## src/rtl/count_uart_tx.sv

```systemverilog
// Snapshot-to-UART bridge: on a rising snap_req, captures the upstream counter
// value and shifts it out as a single 8N1 frame (start, DATA_W bits LSB first, stop).
module count_uart_tx #(
    parameter int CLKS_PER_BIT = 16,
    parameter int DATA_W       = 8
) (
    input  logic              clk,
    input  logic              rst,
    input  logic [DATA_W-1:0] count_in,
    input  logic              count_valid,
    input  logic              snap_req,
    input  logic              clr_overrun,
    output logic              tx,
    output logic              busy,
    output logic              done,
    output logic              reject,
    output logic              overrun
);

    localparam int CNT_W = (CLKS_PER_BIT > 1) ? $clog2(CLKS_PER_BIT) : 1;
    localparam int BIT_W = (DATA_W > 1) ? $clog2(DATA_W) : 1;
    localparam logic [CNT_W-1:0] CNT_LAST = CNT_W'(CLKS_PER_BIT - 1);
    localparam logic [BIT_W-1:0] BIT_LAST = BIT_W'(DATA_W - 1);

    localparam logic [1:0] S_IDLE  = 2'd0;
    localparam logic [1:0] S_START = 2'd1;
    localparam logic [1:0] S_DATA  = 2'd2;
    localparam logic [1:0] S_STOP  = 2'd3;

    logic [1:0]        state;
    logic [DATA_W-1:0] shift_reg;
    logic [DATA_W-1:0] shift_next;
    logic [CNT_W-1:0]  cyc_cnt;
    logic [BIT_W-1:0]  bit_idx;
    logic              snap_prev;
    logic              req_edge;
    logic              bit_end;

    assign req_edge   = snap_req & ~snap_prev;
    assign bit_end    = (cyc_cnt == CNT_LAST);
    assign shift_next = shift_reg >> 1;

    // tx is registered, so each bit transition loads the value of the *next* bit.
    always_ff @(posedge clk or posedge rst) begin
        if (rst) begin
            state     <= S_IDLE;
            shift_reg <= '0;
            cyc_cnt   <= '0;
            bit_idx   <= '0;
            // snap_prev starts high so a request held through reset is not an edge.
            snap_prev <= 1'b1;
            tx        <= 1'b1;
            busy      <= 1'b0;
            done      <= 1'b0;
            reject    <= 1'b0;
            overrun   <= 1'b0;
        end else begin
            // NOTE: non-blocking assignments throughout, so every branch below
            // sees the pre-edge values of state, shift_reg and the counters.
            snap_prev <= snap_req;
            done      <= 1'b0;
            reject    <= 1'b0;

            // Set has priority over clear when both land on the same edge.
            if (req_edge && (state != S_IDLE)) begin
                overrun <= 1'b1;
            end else if (clr_overrun) begin
                overrun <= 1'b0;
            end

            case (state)
                S_IDLE: begin
                    if (req_edge) begin
                        if (count_valid) begin
                            shift_reg <= count_in;
                            state     <= S_START;
                            tx        <= 1'b0;
                            busy      <= 1'b1;
                            cyc_cnt   <= '0;
                        end else begin
                            reject <= 1'b1;
                        end
                    end
                end
                S_START: begin
                    if (bit_end) begin
                        cyc_cnt <= '0;
                        bit_idx <= '0;
                        state   <= S_DATA;
                        tx      <= shift_reg[0];
                    end else begin
                        cyc_cnt <= cyc_cnt + 1'b1;
                    end
                end
                S_DATA: begin
                    if (bit_end) begin
                        cyc_cnt   <= '0;
                        shift_reg <= shift_next;
                        if (bit_idx == BIT_LAST) begin
                            state <= S_STOP;
                            tx    <= 1'b1;
                        end else begin
                            bit_idx <= bit_idx + 1'b1;
                            tx      <= shift_next[0];
                        end
                    end else begin
                        cyc_cnt <= cyc_cnt + 1'b1;
                    end
                end
                S_STOP: begin
                    if (bit_end) begin
                        cyc_cnt <= '0;
                        state   <= S_IDLE;
                        busy    <= 1'b0;
                        done    <= 1'b1;
                    end else begin
                        cyc_cnt <= cyc_cnt + 1'b1;
                    end
                end
                default: begin
                    state <= S_IDLE;
                    tx    <= 1'b1;
                    busy  <= 1'b0;
                end
            endcase
        end
    end

endmodule
```

## config.mk

```make
export PLATFORM = sky130hd
export DESIGN_NAME = count_uart_tx
export DESIGN_NICKNAME = d
export VERILOG_FILES = /design/src/rtl/count_uart_tx.sv
export SDC_FILE = /design/constraint.sdc
export NUM_CORES = 1
export LEC_CHECK = 0
export ABC_AREA = 0
export BUFFER_PORTS_ARGS = -buffer_cell sky130_fd_sc_hd__buf_2
export CAP_MARGIN = 10
export CORE_MARGIN = 3
export CORE_UTILIZATION = 30
export CTS_BUF_LIST = sky130_fd_sc_hd__clkbuf_2 sky130_fd_sc_hd__clkbuf_4 sky130_fd_sc_hd__clkbuf_8
export DETAILED_ROUTE_END_ITERATION = 12
export PLACE_DENSITY = 0.45
export SKIP_LAST_GASP = 1
export SLEW_MARGIN = 20
export SYNTH_ARGS = -nofsm -noshare
export SYNTH_HDL_FRONTEND = slang
export SYNTH_SLANG_ARGS = --single-unit
export TNS_END_PERCENT = 1
```

## constraint.sdc

```tcl
create_clock -name clk -period 2.1 [get_ports clk]
set_input_delay 0.315 -clock clk [delete_from_list [all_inputs] [get_ports clk]]
set_output_delay 0.315 -clock clk [all_outputs]
set_load 0.05 [all_outputs]
```

==> metrics.txt <==
Switching Share between 20% and 30%; r2r startpoint state[0]$_DFFE_PP0P_; placed cell count roughly 190; met3 usage 2.07%; met2 Usage GRT ~18%; Die X approximately 73 um; CTS Hold Buffers Added 0; CP endpoint kind flop; CP top delay family flip-flops; crit path cell chain inv_1 -> ha_1 -> nand4_1 -> a22oi_4 -> mux2_2; detailed-route via count 978; WP data required about 2.3 ns; crit start category flop; crit-path max FO 9; Clock transition at path regs roughly 0.080 ns; fmax approximately 530 MHz; Post-synth top flop dfrtp_1; number of synthesized flops with an enable pin 0; area occupied by registers ~580 um2; CTS resizes 0; worst path bufs/invs 1; PD cells 526 nW/um2; row count 23; Top Ports 18; max reg flops 8; residual DRC count 0; ANT nets after route 0; distinct cell type count after synthesis 43; top post-synthesis cells by area dfrtp_1 (39%), mux2_2 (12%), ha_1 (6.5%), dfstp_2 (3.9%), a22o_1 (2.6%); crit path launch state[0]$_DFFE_PP0P_; Detailed Route WL approximately 2600 um; slowest cell delay on critical path 0.44 ns; largest net degree at the start of global routing 24; total CTS buffers 3; Slowest cell on crit path dfrtp_1; Yosys top cell by area dfrtp_1; Fill cells between 400 and 500; GR Util met1 15.7%; Final Setup Violations 0; cell area after placement between 1000 and 1500 um2; maximum clock insertion buffer count 2; VDD IR max 0.240 mV; Worst R2R Setup Slack ~0.22 ns; drt initial violations 39; hold slack about 0.082 ns; CP Class flop to flop; cells on worst reg2reg path 5; TritonCTS clock tree yes; combinational power share roughly 6.7%; CP arrival 2.03 ns; multi-input logic area 684 um2; Slew Viols, Final 0; unrepaired setup endpoints after global routing no; PortBufs 17; max_slew headroom roughly 79%; Routability Congestion between 0.7 and 0.8; Pleak 0.656 nW; total track usage ~11%; sequential share of power 57.0%; setup TNS 0 ns; busiest grt layer met2; core area about 4200 um2; routed wire length per instance 13.8 um; grt total ovfl 0; flops & latches, synth 23; initial antenna violation count 0; post-DP HPWL 1980 um; fin crit share between 80 and 90%; final hold vios 0; asr flop ratio synth 100%; Yosys top cell area share 38.7%; average size of a mapped cell approximately 11 um2; Int Power 0.621 mW; HP Class input port to async pin; Design Area, Final around 1500 um2; syn_nets about 140; H-tree Lvls 1; post-synthesis sequential area ratio a little over two fifths; 1st-pass router iterations 4; die area between 5000 and 6000 um2; vias in the first global route 989; Chip Height around 73 um; # diodes 0; NumNets Final around 160; share of cells above drive strength 1 between 30% and 40%; root buffer cell clkbuf_8; crit path time final 1.88 ns; clk sinks 23; Layout Skew between 0.001 and 0.0015 ns; Slew @ Worst Pin between 0.3 and 0.4 ns; RR Endpoint shift_reg[0]$_DFFE_PP0P_; Mapped Area 1360 um2; global-route wire length before repair 4810 um; Clk network pwr share between 30 and 40%; max-cap violations 0; Switch Pwr 0.179 mW; Post-CTS Setup Inserts 0; Initial Util 32.5%; status finished clean; Worst-Skew Late Latency roughly 0.26 ns; Vias per Instance 5.12; area grow syn2layout 12.3%; Syn Inst Count roughly 120; final std cells w/o fill roughly 190; Yosys warnings 0
==> area by class of cell <==
| cell class | instances | area share [%] |
|---|---|---|
| tap | 50 | 4.11 |
| inverter | 9 | 2.22 |
| multi-input combinational | 84 | 44.9 |
| sequential | 23 | 38.0 |
| timing repair buffer | 21 | 7.56 |
| clock buffer | 4 | 3.20 |
==> synthesized netlist by cell type (all sizes together) (2+ instances only) <==
cell,count
dfrtp,21
mux2,15
inv,9
o21ai,8
ha,7
buf,6
nor2,6
nand2,5
nand4,5
a22o,4
nand2b,3
nand3,3
o211ai,3
a21oi,2
clkbuf,2
dfstp,2
o32ai,2
==> worst reg2reg max path: stages (launching register included) <==
cell     delay (ns)
dfrtp_1        0.44
inv_1          0.11
ha_1           0.34
nand4_1        0.19
a22oi_4        0.30
mux2_2         0.38
==> placed cells by master (no fill, tap or decap), drive strengths merged, types with 2 or more instances in the layout <==
master,Yosys,final
a22o,4,4
inv,9,9
buf,6,21
a21oi,2,2
nand2b,3,3
nand3,3,3
o211ai,3,3
nand4,5,5
o32ai,2,2
nand2,5,5
nor2,6,6
clkbuf,2,4
mux2,15,15
dfstp,2,2
ha,7,7
o21ai,8,8
dfrtp,21,21
==> worst max path at each step <==
stage / end / slack, ns / cells after the start
floorplan: shift_reg[0]$_DFFE_PP0P_ / 0.42 / 6
global placement: tx$_DFFE_PP1P_ / 0.27 / 6
detailed placement: shift_reg[0]$_DFFE_PP0P_ / 0.21 / 5
CTS: shift_reg[0]$_DFFE_PP0P_ / 0.20 / 5
global route: shift_reg[0]$_DFFE_PP0P_ / 0.05 / 5
finish: shift_reg[0]$_DFFE_PP0P_ / 0.22 / 5
==> kinds of logic (layout without fill, tap and decap cells) <==
kind of cell | after synthesis | in the layout | share of synthesized area [%]
AO/OA/AOI/OAI | 31 | 31 | 17.9
adder cells (fa/ha/maj) | 7 | 7 | 6.46
buffers and inverters | 17 | 34 | 6.92
flip-flops | 23 | 23 | 42.6
multiplexers | 15 | 15 | 12.7
AND/OR/NAND/NOR | 31 | 31 | 13.4
==> metrics by stage <==
| stage | utilization [%] | setup slack (ns) | total power [mW] |
|---|---|---|---|
| 6_report | 36.5 | 0.219 | 0.801 |
| 5_1_grt | 36.5 | 0.0534 | 0.842 |
| 4_1_cts | 36.5 | 0.203 | 0.820 |
| 3_5_place_dp | 35.3 | 0.210 | 0.519 |
| 3_3_place_gp | 35.3 | 0.274 | 0.518 |
| 2_1_floorplan | - | 0.420 | 0.496 |
==> metal layers <==
layer / up-vias / routed length (um)
met5: - / 0
met4: 0 / 33
met3: 4 / 71
met2: 16 / 1280
li1: 488 / -
met1: 470 / 1260
==> power by group through the flow <==
stage	Clock, mW	Sequential, mW	Combinational, mW
after CTS	0.308	0.456	0.0550
final	0.291	0.456	0.0534
after floorplan	0	0.474	0.0223
after global routing	0.326	0.457	0.0589
after detailed placement	0	0.465	0.0547
after global placement	0	0.464	0.0537
Power figures use the tool's default switching activity.
